`config.mk`:
```
export PLATFORM = sky130hd
export DESIGN_NAME = tone_sequencer
export DESIGN_NICKNAME = d
export VERILOG_FILES = /design/src/rtl/soundgen_pkg.sv /design/src/rtl/tone_osc.sv /design/src/rtl/tone_sequencer.sv
export SDC_FILE = /design/constraint.sdc
export NUM_CORES = 1
export LEC_CHECK = 0
export ABC_AREA = 1
export CAP_MARGIN = 20
export CORE_ASPECT_RATIO = 1.25
export CORE_MARGIN = 3
export CORE_UTILIZATION = 55
export CTS_BUF_LIST = sky130_fd_sc_hd__clkbuf_16
export CTS_CLUSTER_SIZE = 40
export DETAILED_ROUTE_END_ITERATION = 16
export GPL_ROUTABILITY_DRIVEN = 0
export GPL_TIMING_DRIVEN = 0
export PLACE_DENSITY = 0.76
export SLEW_MARGIN = 20
export SYNTH_ARGS = -nofsm -noshare
export SYNTH_HDL_FRONTEND = slang
export SYNTH_SLANG_ARGS = --single-unit
```
`constraint.sdc`:
```
create_clock -name clk -period 2.2 [get_ports clk]
set_input_delay 0.22 -clock clk [delete_from_list [all_inputs] [get_ports clk]]
set_output_delay 0.22 -clock clk [all_outputs]
set_load 0.01 [all_outputs]
```
`src/rtl/soundgen_pkg.sv`:
```
// Shared types and constants for the sound generator's tone sequencer.
//
// A note-table entry is packed as {half_period, duration, volume}. The offset
// helpers give field positions for any widths. The *_LSB constants give the
// positions for the default widths (N=8, DUR_W=8).
package soundgen_pkg;

    typedef enum logic [1:0] {
        StIdle,
        StLoad,
        StPlay,
        StDone
    } state_e;

    localparam int unsigned VOL_LSB   = 0;
    localparam int unsigned DEF_N     = 8;
    localparam int unsigned DEF_DUR_W = 8;
    localparam int unsigned DUR_LSB   = VOL_LSB + DEF_N;
    localparam int unsigned HP_LSB    = DUR_LSB + DEF_DUR_W;

    // Decay prescaler width: volume drops once every 2**DECAY_SH sample ticks.
    localparam int unsigned DECAY_SH = 4;

    function automatic int unsigned dur_lsb(input int unsigned n);
        return VOL_LSB + n;
    endfunction

    function automatic int unsigned hp_lsb(input int unsigned n, input int unsigned dur_w);
        return VOL_LSB + n + dur_w;
    endfunction

endpackage

```
`src/rtl/tone_osc.sv`:
```
// Square-wave phase generator: a half-period counter plus phase flip-flop.
//
// Ports:
//   clk          clock
//   reset        synchronous active-high reset
//   clr          restart the waveform: counter to 0, phase high
//   half_period  half-period in clk cycles (1 toggles phase every clk)
//   phase        current square-wave phase
module tone_osc #(
    parameter int unsigned DIV_W = 16
) (
    input  logic             clk,
    input  logic             reset,
    input  logic             clr,
    input  logic [DIV_W-1:0] half_period,
    output logic             phase
);

    logic [DIV_W-1:0] cnt;

    always_ff @(posedge clk) begin
        if (reset || clr) begin
            cnt   <= '0;
            phase <= 1'b1;
        end else if (cnt == half_period - DIV_W'(1)) begin
            cnt   <= '0;
            phase <= ~phase;
        end else begin
            cnt <= cnt + DIV_W'(1);
        end
    end

endmodule

```
`src/rtl/tone_sequencer.sv`:
```
// Plays a programmable note table into the PWM DAC duty input (t_on).
//
// Each entry {half_period, duration, volume} becomes a square wave of
// amplitude volume; duration counts sample ticks, duration=0 ends the
// sequence, and half_period=0 is a rest.
//
// Ports:
//   clk, reset   clock, synchronous active-high reset
//   start, stop  one-cycle playback start / abort pulses
//   loop_en      restart at entry 0 instead of finishing
//   sample_tick  strobe once per DAC PWM period; t_on only updates here
//   wr_en, wr_addr, wr_data   note-table write port (any state)
//   t_on         duty value to the DAC
//   busy         high in LOAD or PLAY
//   done         one-cycle pulse at the natural end of a sequence
//   note_idx     index of the entry currently playing
//
// Build option: define SOUNDGEN_DECAY_EN to make the volume decay by one
// step every 16 sample ticks within each note.
module tone_sequencer
    import soundgen_pkg::*;
#(
    parameter int unsigned N     = 8,
    parameter int unsigned DIV_W = 16,
    parameter int unsigned DUR_W = 8,
    parameter int unsigned NOTES = 8
) (
    input  logic                       clk,
    input  logic                       reset,
    input  logic                       start,
    input  logic                       stop,
    input  logic                       loop_en,
    input  logic                       sample_tick,
    input  logic                       wr_en,
    input  logic [$clog2(NOTES)-1:0]   wr_addr,
    input  logic [DIV_W+DUR_W+N-1:0]   wr_data,
    output logic [N-1:0]               t_on,
    output logic                       busy,
    output logic                       done,
    output logic [$clog2(NOTES)-1:0]   note_idx
);

    localparam int unsigned AW     = $clog2(NOTES);
    localparam int unsigned EW     = DIV_W + DUR_W + N;
    localparam int unsigned DurLsb = dur_lsb(N);
    localparam int unsigned HpLsb  = hp_lsb(N, DUR_W);

    logic [EW-1:0]    note_tbl [NOTES];
    state_e           state;
    logic [AW-1:0]    idx;
    logic [DIV_W-1:0] hp_q;
    logic [DUR_W-1:0] dur_cnt;
    logic [N-1:0]     vol_q;
    logic             phase;
    logic             osc_clr;

    logic [EW-1:0]    entry;
    logic [DIV_W-1:0] ent_hp;
    logic [DUR_W-1:0] ent_dur;
    logic [N-1:0]     ent_vol;

`ifdef SOUNDGEN_DECAY_EN
    logic [DECAY_SH-1:0] presc;
`endif

    // Reads the registered table, so a write landing in the same cycle as a
    // LOAD is only seen by the following LOAD of that entry.
    assign entry   = note_tbl[idx];
    assign ent_hp  = entry[HpLsb +: DIV_W];
    assign ent_dur = entry[DurLsb +: DUR_W];
    assign ent_vol = entry[VOL_LSB +: N];

    assign osc_clr  = (state == StLoad);
    assign busy     = (state == StLoad) || (state == StPlay);
    assign note_idx = idx;

    always_ff @(posedge clk) begin
        if (reset) begin
            for (int i = 0; i < NOTES; i++) note_tbl[i] <= '0;
        end else if (wr_en) begin
            note_tbl[wr_addr] <= wr_data;
        end
    end

    tone_osc #(
        .DIV_W(DIV_W)
    ) u_osc (
        .clk        (clk),
        .reset      (reset),
        .clr        (osc_clr),
        .half_period(hp_q),
        .phase      (phase)
    );

    always_ff @(posedge clk) begin
        if (reset) begin
            state   <= StIdle;
            idx     <= '0;
            t_on    <= '0;
            done    <= 1'b0;
            hp_q    <= '0;
            dur_cnt <= '0;
            vol_q   <= '0;
`ifdef SOUNDGEN_DECAY_EN
            presc   <= '0;
`endif
        end else begin
            done <= 1'b0;
            unique case (state)
                StIdle: begin
                    // stop wins over a simultaneous start
                    if (start && !stop) begin
                        state <= StLoad;
                        idx   <= '0;
                    end
                end
                StLoad: begin
                    if (stop) begin
                        state <= StIdle;
                        t_on  <= '0;
                    end else begin
                        hp_q    <= ent_hp;
                        vol_q   <= ent_vol;
                        dur_cnt <= ent_dur;
`ifdef SOUNDGEN_DECAY_EN
                        presc   <= '0;
`endif
                        if (ent_dur == '0) begin
                            // An end marker at entry 0 finishes even when
                            // looping, otherwise LOAD would spin forever.
                            if (loop_en && idx != '0) begin
                                idx <= '0;
                            end else begin
                                state <= StDone;
                                done  <= 1'b1;
                            end
                        end else begin
                            state <= StPlay;
                        end
                    end
                end
                StPlay: begin
                    if (stop) begin
                        state <= StIdle;
                        t_on  <= '0;
                    end else if (sample_tick) begin
                        t_on    <= (phase && hp_q != '0) ? vol_q : '0;
                        dur_cnt <= dur_cnt - DUR_W'(1);
`ifdef SOUNDGEN_DECAY_EN
                        presc <= presc + DECAY_SH'(1);
                        if (presc == '1 && vol_q != '0) vol_q <= vol_q - N'(1);
`endif
                        if (dur_cnt == DUR_W'(1)) begin
                            if (idx == AW'(NOTES - 1)) begin
                                if (loop_en) begin
                                    idx   <= '0;
                                    state <= StLoad;
                                end else begin
                                    state <= StDone;
                                    done  <= 1'b1;
                                end
                            end else begin
                                idx   <= idx + AW'(1);
                                state <= StLoad;
                            end
                        end
                    end
                end
                StDone: begin
                    t_on  <= '0;
                    state <= StIdle;
                end
                default: state <= StIdle;
            endcase
        end
    end

endmodule

```
# == Word level (Yosys, flattened, before mapping) ==
# Memories as Yosys holds them, arrays and structs flattened. A register that Yosys moved wholly into a read port is not among the register bits.
# Index checks and enable logic that the tools add are counted.
# word_totals
mem_bits_rw,256
output_inout_bits,13
register_bits,63
in_bits,42
elab_cells,102
n_memories,1
# mem_list
name,depth,width,rd,rd_clocked_by_memory_dff,write_ports,line,source
note_tbl,8,32,1,1,8,tone_sequencer.sv:48,logic [EW-1:0] note_tbl [NOTES];
# classes
n_bitwise,2
muxes,48
n_addsub,4
eq_ne,18
n_reduce_logical,20
# ops
cell,n
8-bit 2-to-1 mux,7
3-bit 2-to-1 mux,12
32-bit 2-to-1 mux,1
32-bit OR reduction,1
8-bit case mux with 3 select lines,1
2-bit 2-to-1 mux,9
16-bit by 1-bit adder with 16-bit output (second input constant),1
16-bit == test,1
8-bit case mux with 2 select lines,1
16-bit nonzero test,1
16-bit by 1-bit subtractor with 16-bit output (second input constant),1
1-bit 2-to-1 mux,14
2-bit != test (second input constant),7
3-bit case mux with 3 select lines,1
9-bit AND reduction,1
3-bit nonzero test,3
8-bit by 1-bit == test with 1-bit output (second input constant),1
8-bit zero test,1
2-bit case mux with 4 select lines,1
4-bit AND reduction,2
8-bit by 1-bit subtractor with 8-bit output (second input constant),1
3-bit != test (second input constant),2
2-bit == test (second input constant),2
4-bit != test (second input constant),1
15 further kinds,19

# == Longest topological paths before layout ==
# Gate-level depths: netlist of run 1.
# logic_depth
depth_word,8
ltp_mapped,16
mapped_depth_nobuf,15

# == By module ==
# Synthesis of run 1 repeated with hierarchy kept, for this count alone.
# unflattened
hier_cells,1611
hier_area_um2,14954.3
# by_module_without_submodules
module,area_each_um2,n_inst,cells_each
tone_sequencer,13497.9,1,1378
tone_osc,1456.4,1,233

# == Least setup slack after synthesis of run 1 ==
# OpenSTA, ideal clock, no wires.
# synth_path
path_type,input to register
start,input reset
end,"memory note_tbl[0][0] in the netlist's numbering, enable pin"
arrival_time_ns,1.779
setup_time_ns,0.389
stages,7
setup_slack_ns,0.031
cell_sequence,clkbuf_1 inv_1 nand2_1 nor2_1 nand2_1 clkbuf_1 nand2_1
# synth_lines
item,line,source
"start, declared",tone_sequencer.sv:29,"input logic reset,"
"end, declared",tone_sequencer.sv:48,

==> flow_summary.html, run 1 <==
<table>
<tr><th>Metric</th><th>Value</th></tr>
<tr><th colspan="2">STA</th></tr>
<tr><td>Share of the cycle needed by the critical path after routing</td><td>99.4%</td></tr>
<tr><td>Final number of max-transition violations</td><td>0</td></tr>
<tr><td>Final worst hold slack</td><td>roughly 0.078 ns</td></tr>
<tr><td>Min Clock Period, post-route</td><td>~2.2 ns</td></tr>
<tr><td>Fin. Hold Viols</td><td>0</td></tr>
<tr><td>Relative slew slack</td><td>between 20 and 30%</td></tr>
<tr><td>Highest clock rate</td><td>0.457 GHz</td></tr>
<tr><td>Final clock skew</td><td>0.00681 ns</td></tr>
<tr><td>Slew of the pin with the lowest slew margin</td><td>1.10 ns</td></tr>
<tr><td>Post-route setup slack</td><td>between 0.01 and 0.015 ns</td></tr>
<tr><td>Final-report setup violation count</td><td>0</td></tr>
<tr><th colspan="2">Global routing</th></tr>
<tr><td>Total congestion overflow after global routing</td><td>0</td></tr>
<tr><td>Vias in the first global route</td><td>11.7k</td></tr>
<tr><td>Antenna violations before repair</td><td>2</td></tr>
<tr><td>Largest net degree at the start of global routing</td><td>24</td></tr>
<tr><td>Total Routing Usage GR</td><td>27.5%</td></tr>
<tr><td>First-pass GRT wire length</td><td>about 62 mm</td></tr>
<tr><th colspan="2">Synth</th></tr>
<tr><td>Number of synthesized flops with an enable pin</td><td>roughly 260</td></tr>
<tr><td>Main area contributors after synthesis</td><td>edfxtp_1, nor2_1, dfxtp_1, nand2_1, o21ai_0</td></tr>
<tr><td>Most used flip-flop cell after synthesis</td><td>edfxtp_1</td></tr>
<tr><td>Number of synthesized register bits</td><td>322</td></tr>
<tr><td>Sequential element share of the synthesized area</td><td>61.2%</td></tr>
<tr><td>Area share of the largest cell type after synthesis</td><td>a little over half</td></tr>
<tr><td>Unique masters post-synth</td><td>40</td></tr>
<tr><td>Gate Count Post-Synth</td><td>~1.6k</td></tr>
<tr><td>Most area-hungry cell type in the Yosys netlist</td><td>edfxtp_1</td></tr>
<tr><td>Number of nets in the synthesized netlist</td><td>about 1.7k</td></tr>
<tr><td>Synth async-reset ratio</td><td>0%</td></tr>
<tr><td>Most common cell in the netlist</td><td>nor2_1</td></tr>
<tr><td>Netlist Area Pre-Place</td><td>14700 um^2</td></tr>
<tr><td>Top post-synthesis cells by count</td><td>nor2_1, edfxtp_1, nand2_1</td></tr>
<tr><td>Syn avg cell area</td><td>between 9 and 10 um^2</td></tr>
<tr><td>Number of warnings reported in the yosys synthesis log</td><td>0</td></tr>
<tr><th colspan="2">Setup path</th></tr>
<tr><td>Start-to-end type of the worst setup path</td><td>register to register</td></tr>
<tr><td>Cell depth of the worst flop-to-flop path</td><td>7</td></tr>
<tr><td>Cell at the slowest stage of the critical path</td><td>buf_2</td></tr>
<tr><td>Maximum fanout encountered on the critical timing path</td><td>10</td></tr>
<tr><td>Worst-case register-to-register setup slack</td><td>0.01 ns</td></tr>
<tr><td>Crit end category</td><td>register</td></tr>
<tr><td>Destination of the worst register-to-register timing path</td><td>vol_q[1]</td></tr>
<tr><td>Worst EP required</td><td>about 2.7 ns</td></tr>
<tr><td>Largest stage delay on the critical path</td><td>around 0.33 ns</td></tr>
<tr><td>CP most frequent cell</td><td>buf_2</td></tr>
<tr><td>Arrival time of data at the critical path endpoint</td><td>2.67 ns</td></tr>
<tr><td>Kind of start point of the critical path</td><td>register</td></tr>
<tr><td>Cell chain of the critical path</td><td>buf_2 -&gt; buf_2 -&gt; buf_2 -&gt; o21ai_0 -&gt; o221ai_1 -&gt; o311ai_2 -&gt; a21oi_1</td></tr>
<tr><th colspan="2">Pwr</th></tr>
<tr><td>Net switching share of the total power</td><td>34.4%</td></tr>
<tr><td>Cell internal pwr</td><td>11.6 mW</td></tr>
<tr><td>Static leakage</td><td>between 6 and 7 nW</td></tr>
<tr><td>PD cells</td><td>just over 1000 nW/um^2</td></tr>
<tr><td>Portion of total power attributed to sequential cells</td><td>41.9%</td></tr>
<tr><td>Clock power frac</td><td>roughly 28%</td></tr>
<tr><td>Combinational power share</td><td>between 20% and 30%</td></tr>
<tr><td>Net switching power of the design</td><td>slightly above 6 mW</td></tr>
<tr><td>Maximum ir drop on the vdd rail</td><td>between 0.7 and 0.8 mV</td></tr>
<tr><th colspan="2">Placed design</th></tr>
<tr><td>Worst slack, placed</td><td>-0.729 ns</td></tr>
<tr><td>I/O Buffers</td><td>53</td></tr>
<tr><td>DP Cell Count</td><td>around 2k</td></tr>
<tr><td>Post-DP HPWL</td><td>roughly 27 mm</td></tr>
<tr><th colspan="2">Route</th></tr>
<tr><td>Routed wire per std cell</td><td>19.8 um</td></tr>
<tr><td># DRC</td><td>0</td></tr>
<tr><td>Post-route ant nets</td><td>0</td></tr>
<tr><td>Total wire length</td><td>between 40 and 50 mm</td></tr>
<tr><td>First drt pass iteration count</td><td>6</td></tr>
<tr><td>Total vias in the final route</td><td>12.2k</td></tr>
<tr><td>Ratio of routed vias to standard cells</td><td>5.92</td></tr>
<tr><td>DRC violation total after the first TritonRoute iteration</td><td>around 1.6k</td></tr>
<tr><th colspan="2">Clock tree</th></tr>
<tr><td>Number of clock sinks</td><td>around 320</td></tr>
<tr><td>Total clock buffers created by CTS</td><td>31</td></tr>
<tr><td>CTS tree</td><td>yes</td></tr>
<tr><td>CTS clock-pin slew for the worst setup and hold paths</td><td>0.06 ns</td></tr>
<tr><td>Maximum root-to-sink buffer count</td><td>3</td></tr>
<tr><td>Clock latency reported for the late side of the worst-skew pair</td><td>0.55 ns</td></tr>
<tr><td>H-tree depth reported by CTS</td><td>1</td></tr>
<tr><td>Clock root buffer</td><td>clkbuf_16</td></tr>
<tr><th colspan="2">Final layout</th></tr>
<tr><td>N_diodes</td><td>0</td></tr>
<tr><td>Total Nets Final</td><td>1748</td></tr>
<tr><td>Layout cell share with drive strength beyond 1</td><td>8.34%</td></tr>
<tr><td>Area grow syn2layout</td><td>15.7%</td></tr>
<tr><td>Non-filler cells in the finished layout</td><td>between 2k and 2.5k</td></tr>
<tr><td>Utilization of the core after routing</td><td>between 60% and 70%</td></tr>
<tr><td>Number of filler instances in the final layout</td><td>between 1.5k and 2k</td></tr>
<tr><th colspan="2">Die</th></tr>
<tr><td>I/O pin count</td><td>55</td></tr>
<tr><td>Core outline area</td><td>~26000 um^2</td></tr>
<tr><td>Die Width</td><td>152 um</td></tr>
<tr><td>Die ar.</td><td>around 29000 um^2</td></tr>
<tr><td>Starting density of the core</td><td>a little under three fifths</td></tr>
<tr><td>Die Y-Extent</td><td>around 190 um</td></tr>
<tr><td>Placement Rows</td><td>66</td></tr>
<tr><th colspan="2">Min path</th></tr>
<tr><td>Hold Path End</td><td>t_on[7]</td></tr>
<tr><td>Worst Hold Depth</td><td>2</td></tr>
<tr><td>Class of the most critical hold timing path</td><td>input pin to register</td></tr>
<tr><td>Worst Hold Launch</td><td>reset</td></tr>
<tr><th colspan="2">Job</th></tr>
<tr><td>Max Cap Viol</td><td>0</td></tr>
<tr><th colspan="2">Run status</th></tr>
<tr><td>Run status</td><td>finished, final reports clean</td></tr>
</table>
metal layers:
| layer | global-route usage (%) | up-vias | wire, um | share of wire, % |
|---|---|---|---|---|
| li1 | - | 5534 | - | - |
| met1 | 35.0 | 5629 | 14800 | 36 |
| met2 | 46.2 | 810 | 19500 | 48 |
| met3 | 4.55 | 185 | 4470 | 11 |
| met4 | 13.3 | 2 | 1880 | 4.6 |
| met5 | 0 | - | 13 | 0.032 |
sequential cells by signal, summed over array words and instances, names as in the netlist, named ones only:
register     cells
note_idx         3
vol_q            8
u_osc.phase      1
u_osc.cnt       16
dur_cnt          8
t_on             8
note_tbl       256
hp_q            16
done             1
state            2
power groups by stage:
stage	sequential [mW]	combinational, mW	clock [mW]
final	7.40	5.28	4.98
after global routing	7.46	5.82	5.24
after global placement	7.50	4.74	0
after floorplan	7.43	3.39	0
after CTS	7.38	5.00	4.97
after detailed placement	7.50	4.90	0
critical path, delay by kind of cell, from the launching register on:
family	cells	cell delay, ns
AO/OA/AOI/OAI	4	0.90
buffers and inverters	3	0.90
flip-flops	1	0.31
logic make-up (layout without fill, tap and decap cells):
logic type,after synthesis,in the layout,share of synthesized area (%)
AOI/OAI and AO/OA,238,238,9.23
xor gates and xnor gates,20,20,1.19
adders and majority gates,12,12,1.02
buffers and inverters,214,332,5.84
DFF,322,322,61.2
and+or+nand+nor,790,790,21.5
layout make-up:
type	instances	area, um^2	area share [%]
clock inverter	22	153	0.896
multi-input combinational	1060	4970	29.2
timing repair buffer	67	781	4.58
clock buffer	31	776	4.56
sequential	322	9020	52.9
buffer	83	418	2.45
inverter	129	494	2.90
tap	340	425	2.50
metrics by stage:
stage                     cell area (um^2)  setup TNS (ns)  power, mW
final                                17000               0       17.7
after global routing                 17000          -0.140       18.5
after CTS                            16900               0       17.4
after floorplan                      14700               0       10.8
after detailed placement             15900         -157.57       12.4
after global placement               15700         -367.94       12.2
what timing repair did:
action                                  in CTS  in global routing
gates cloned                                 0                  0
hold endpoints to repair                     0                  0
pin swaps                                    0                  3
hold buffers                                 0                  0
endpoints found under the setup margin     167                223
gates resized for setup                     31                 49
buffers inserted                             0                  6
placed cells by master, fill, tap and decap left out, drive strengths merged, types with 2 or more instances in the layout:
cell type,instances
xor2,12
a21oi,54
buf,38
o21ai,129
o31ai,2
nand3b,5
nand4,6
xnor2,8
clkinvlp,2
ha,12
o22ai,16
nand2,228
o221ai,24
edfxtp,256
nand3,69
clkinv,15
clkbuf,90
bufinv,2
nor2,459
dfxtp,66
inv,132
clkdlybuf4s50,53
o211ai,2
o311ai,8
nor3,20
worst max path at each step:
stage | from | slack (ns) | to
floorplan | reset | 0.03 | note_tbl[0][0]
global placement | reset | -1.55 | note_tbl[1][6]
detailed placement | reset | -0.73 | note_tbl[4][5]
CTS | register | 0.005 | hp_q[2]
global route | register | -0.05 | hp_q[12]
finish | register | 0.01 | vol_q[1]
Note: power is estimated with default switching activity, not from simulation.
==> run 2: changes to the inputs <==
--- a/config.mk
+++ b/config.mk
@@ -18,2 +18,3 @@
 export PLACE_DENSITY = 0.76
+export REMOVE_ABC_BUFFERS = 1
 export SLEW_MARGIN = 20
@@ -21,2 +22,3 @@
 export SYNTH_HDL_FRONTEND = slang
+export SYNTH_HIERARCHICAL = 1
 export SYNTH_SLANG_ARGS = --single-unit
==> constraint.sdc (replaced) <==
create_clock -name clk -period 2.2 [get_ports clk]
set_input_delay 0.55 -clock clk [delete_from_list [all_inputs] [get_ports clk]]
set_output_delay 0.55 -clock clk [all_outputs]
set_load 0.01 [all_outputs]
==> flow_summary.html, run 2 <==
<table>
<tr><th>Metric</th><th>Value</th></tr>
<tr><th colspan="2">Synth</th></tr>
<tr><td>Sequential element share of the synthesized area</td><td>between 60 and 70%</td></tr>
<tr><td>Adder-cell share of the synthesized area</td><td>~1%</td></tr>
<tr><td>Main area contributors after synthesis</td><td>edfxtp_1, nor2_1, dfxtp_1, nand2_1, o21ai_0</td></tr>
<tr><td>Area fraction in compound gates after synthesis</td><td>under 10%</td></tr>
<tr><td>Simple-gate share of the synthesized area</td><td>a little over a fifth</td></tr>
<tr><td>Dominant combinational cell family by area after synthesis</td><td>simple AND/OR/NAND/NOR gates</td></tr>
<tr><td>Multiplexer share of the synthesized area</td><td>0%</td></tr>
<tr><td>Unique masters post-synth</td><td>46</td></tr>
<tr><td>Most used flip-flop cell after synthesis</td><td>edfxtp_1</td></tr>
<tr><td>Netlist Area Pre-Place</td><td>around 15000 um^2</td></tr>
<tr><td>Most common cell in the netlist</td><td>nor2_1</td></tr>
<tr><td>Number of synthesized register bits</td><td>between 300 and 400</td></tr>
<tr><td>Number of warnings reported in the yosys synthesis log</td><td>6</td></tr>
<tr><td>Area share of the largest cell type after synthesis</td><td>about half</td></tr>
<tr><td>Most area-hungry cell type in the Yosys netlist</td><td>edfxtp_1</td></tr>
<tr><td>Syn avg cell area</td><td>slightly above 9 um^2</td></tr>
<tr><td>Top post-synthesis cells by count</td><td>nor2_1, edfxtp_1, nand2_1</td></tr>
<tr><td>Number of synthesized flops with an enable pin</td><td>256</td></tr>
<tr><td>Synth async-reset ratio</td><td>0%</td></tr>
<tr><td>Synth Area in XOR/XNOR</td><td>1.46%</td></tr>
<tr><td>Gate Count Post-Synth</td><td>1611</td></tr>
<tr><th colspan="2">Route</th></tr>
<tr><td>DRC violation total after the first TritonRoute iteration</td><td>1180</td></tr>
<tr><td>Routed wire per std cell</td><td>19.9 um</td></tr>
<tr><td>Total wire length</td><td>roughly 40 mm</td></tr>
<tr><td># DRC</td><td>0</td></tr>
<tr><td>Total vias in the final route</td><td>11.8k</td></tr>
<tr><td>Post-route ant nets</td><td>0</td></tr>
<tr><td>Ratio of routed vias to standard cells</td><td>5.88</td></tr>
<tr><td>First drt pass iteration count</td><td>6</td></tr>
<tr><th colspan="2">Placed design</th></tr>
<tr><td>Post-place instance area</td><td>around 16000 um^2</td></tr>
<tr><td>I/O Buffers</td><td>54</td></tr>
<tr><td>Post-DP HPWL</td><td>around 22 mm</td></tr>
<tr><td>DP Cell Count</td><td>between 1.5k and 2k</td></tr>
<tr><th colspan="2">Job</th></tr>
<tr><td>Max Cap Viol</td><td>0</td></tr>
<tr><th colspan="2">Final layout</th></tr>
<tr><td>N_diodes</td><td>0</td></tr>
<tr><td>Non-filler cells in the finished layout</td><td>approximately 2.0k</td></tr>
<tr><td>Number of filler instances in the final layout</td><td>~2k</td></tr>
<tr><td>Utilization of the core after routing</td><td>65.6%</td></tr>
<tr><td>Total Nets Final</td><td>around 1.7k</td></tr>
<tr><td>Largest registers</td><td>note_tbl: 256 flops, hp_q: 16 flops, u_osc/cnt: 16 flops</td></tr>
<tr><td>Area taken by multi-input logic gates</td><td>just over 5000 um^2</td></tr>
<tr><td>Commonest cells after routing, fill and taps aside</td><td>nor2_1, edfxtp_1, nand2_1, inv_1, o21ai_0</td></tr>
<tr><td>Flip-flop count of the largest register, all copies and words added</td><td>256</td></tr>
<tr><td>Register bank with the most flops</td><td>note_tbl</td></tr>
<tr><td>Layout cell share with drive strength beyond 1</td><td>a little under 9%</td></tr>
<tr><td>Sequential Area</td><td>9020 um^2</td></tr>
<tr><td>Final non-filler cell area</td><td>approximately 17000 um^2</td></tr>
<tr><td>Leading cell type in the layout, fill and taps excluded</td><td>nor2_1</td></tr>
<tr><td>Area grow syn2layout</td><td>15.9%</td></tr>
<tr><th colspan="2">Global routing</th></tr>
<tr><td>First-pass GRT wire length</td><td>60.8 mm</td></tr>
<tr><td>Largest net degree at the start of global routing</td><td>63</td></tr>
<tr><td>Antenna violations before repair</td><td>0</td></tr>
<tr><td>Total congestion overflow after global routing</td><td>0</td></tr>
<tr><td>Total Routing Usage GR</td><td>roughly a quarter</td></tr>
<tr><td>Vias in the first global route</td><td>~12k</td></tr>
<tr><th colspan="2">Setup path</th></tr>
<tr><td>Largest stage delay on the critical path</td><td>0.38 ns</td></tr>
<tr><td>Kind of cell adding the most delay to the critical path</td><td>flip-flops</td></tr>
<tr><td>Buffers &amp; Inverters on Critical Path</td><td>2</td></tr>
<tr><td>Worst EP required</td><td>1.65 ns</td></tr>
<tr><td>Crit end category</td><td>output pin</td></tr>
<tr><td>Cell at the slowest stage of the critical path</td><td>dfxtp_2</td></tr>
<tr><td>Cell chain of the critical path</td><td>inv_1 -&gt; ha_4 -&gt; dlygate4sd2_1</td></tr>
<tr><td>Arrival time of data at the critical path endpoint</td><td>between 1.5 and 2 ns</td></tr>
<tr><td>Maximum fanout encountered on the critical timing path</td><td>4</td></tr>
<tr><td>Kind of start point of the critical path</td><td>register</td></tr>
<tr><td>Start-to-end type of the worst setup path</td><td>register to output pin</td></tr>
<tr><th colspan="2">Clock tree</th></tr>
<tr><td>CTS clock-pin slew for the worst setup and hold paths</td><td>0.06 ns</td></tr>
<tr><td>Total clock buffers created by CTS</td><td>30</td></tr>
<tr><td>Clock latency reported for the late side of the worst-skew pair</td><td>around 0.56 ns</td></tr>
<tr><td>Clock root buffer</td><td>clkbuf_16</td></tr>
<tr><td>H-tree depth reported by CTS</td><td>1</td></tr>
<tr><td>CTS tree</td><td>yes</td></tr>
<tr><td>Maximum root-to-sink buffer count</td><td>3</td></tr>
<tr><td>Number of clock sinks</td><td>~320</td></tr>
<tr><th colspan="2">Die</th></tr>
<tr><td>Placement Rows</td><td>66</td></tr>
<tr><td>Starting density of the core</td><td>between 50% and 60%</td></tr>
<tr><td>Core outline area</td><td>about 26000 um^2</td></tr>
<tr><td>I/O pin count</td><td>55</td></tr>
<tr><td>Die ar.</td><td>approximately 29000 um^2</td></tr>
<tr><td>Die Y-Extent</td><td>between 150 and 200 um</td></tr>
<tr><td>Die Width</td><td>roughly 150 um</td></tr>
<tr><th colspan="2">STA</th></tr>
<tr><td>Share of the cycle needed by the critical path after routing</td><td>98.3%</td></tr>
<tr><td>Fin. Hold Viols</td><td>0</td></tr>
<tr><td>Slew of the pin with the lowest slew margin</td><td>about 0.74 ns</td></tr>
<tr><td>Relative slew slack</td><td>about half</td></tr>
<tr><td>Setup TNS</td><td>0 ns</td></tr>
<tr><td>Final-report setup violation count</td><td>0</td></tr>
<tr><td>Final number of max-transition violations</td><td>0</td></tr>
<tr><td>Highest clock rate</td><td>about 0.46 GHz</td></tr>
<tr><td>Final clock skew</td><td>around 0.014 ns</td></tr>
<tr><td>Min Clock Period, post-route</td><td>between 2 and 2.5 ns</td></tr>
<tr><th colspan="2">Pwr</th></tr>
<tr><td>PD cells</td><td>about 1000 nW/um^2</td></tr>
<tr><td>Total power after layout</td><td>approximately 18 mW</td></tr>
<tr><td>Static leakage</td><td>~7 nW</td></tr>
<tr><td>Maximum ir drop on the vdd rail</td><td>0.663 mV</td></tr>
<tr><th colspan="2">Min path</th></tr>
<tr><td>Class of the most critical hold timing path</td><td>register to register</td></tr>
<tr><th colspan="2">Run status</th></tr>
<tr><td>Run status</td><td>finished, final reports clean</td></tr>
</table>
==> run 2: cell count changes after synthesis, sizes merged, moves of 3 or more <==
cell and change:
xnor2 +5, nand2 -12, clkbuf -3, nand3 +11, o21ai -4, buf +3
a21oi -4, inv +18
==> run 2: what timing repair did <==
item | 4_1_cts | 5_1_grt
setup buffers | 6 | 6
cloned | 3 | 2
pin swaps | 1 | 1
endpoints found under the setup margin | 562 | 47
resized for setup | 40 | 8
hold buffers | 0 | 0
==> run 2: power breakdown <==
group | internal [mW] | total (mW) | switching, mW | leakage [nW]
registers | 7.09 | 7.49 | 0.407 | 2.99
logic | 1.84 | 5.29 | 3.45 | 3.35
clock network | 2.87 | 5.08 | 2.20 | 0.517
total | 11.8 | 17.9 | 6.06 | 6.86
==> run 2: final timing paths <==
kind	start	endpoint	slack, ns	cells past startpoint
max	state[1]	busy	0.04	3
min	t_on[6]	t_on[6]	0.47	2
max reg2reg	register	register	0.09	12
min reg2reg	t_on[6]	t_on[6]	0.47	2
==> run 2: cells by family (layout without fill, tap and decap cells) <==
kind of cell | count (synthesis) | in the layout
simple gates | 791 | 791
flops | 322 | 322
compound gates | 231 | 231
buf+inv | 230 | 289
xor+xnor | 25 | 25
fa+ha+maj | 12 | 12
==> run 2: worst register-to-register path: stages, from the launching register on <==
cell     delay, ns
dfxtp_4       0.50
buf_12        0.22
inv_16        0.14
nand3_1       0.13
nand3_1       0.08
nand2_1       0.16
nand2_1       0.08
nor2_2        0.19
nand3_2       0.14
nand2_4       0.12
nand3_1       0.08
nand2_1       0.09
nor2_1        0.07
==> run 2: per-layer routing <==
layer / vias to the layer above / wire, um / track usage (%)
met2: 646 / 19800 / 45.1
met5: - / 0 / 0
met4: 0 / 1410 / 11.7
met1: 5610 / 15300 / 33.2
li1: 5448 / - / -
met3: 118 / 3610 / 3.41
==> run 2: area by class of cell <==
cell class,count,share of cell area (%)
multi-input cells,1059,29.7
clock inverters,24,1.03
repair inverters,2,0.0866
flip-flops and latches,322,52.1
inverters,145,3.44
well taps,340,2.46
clock buffers,31,4.48
repair buffers,87,6.74
==> run 2: through the flow <==
step / setup slack [ns] / hold WS [ns]
6_report: 0.0377 / 0.469
5_1_grt: -0.0329 / 0.489
4_1_cts: 0.0147 / 0.467
3_5_place_dp: -2.43 / 0.457
3_3_place_gp: -4.86 / 0.455
2_1_floorplan: -2.17 / 0.440
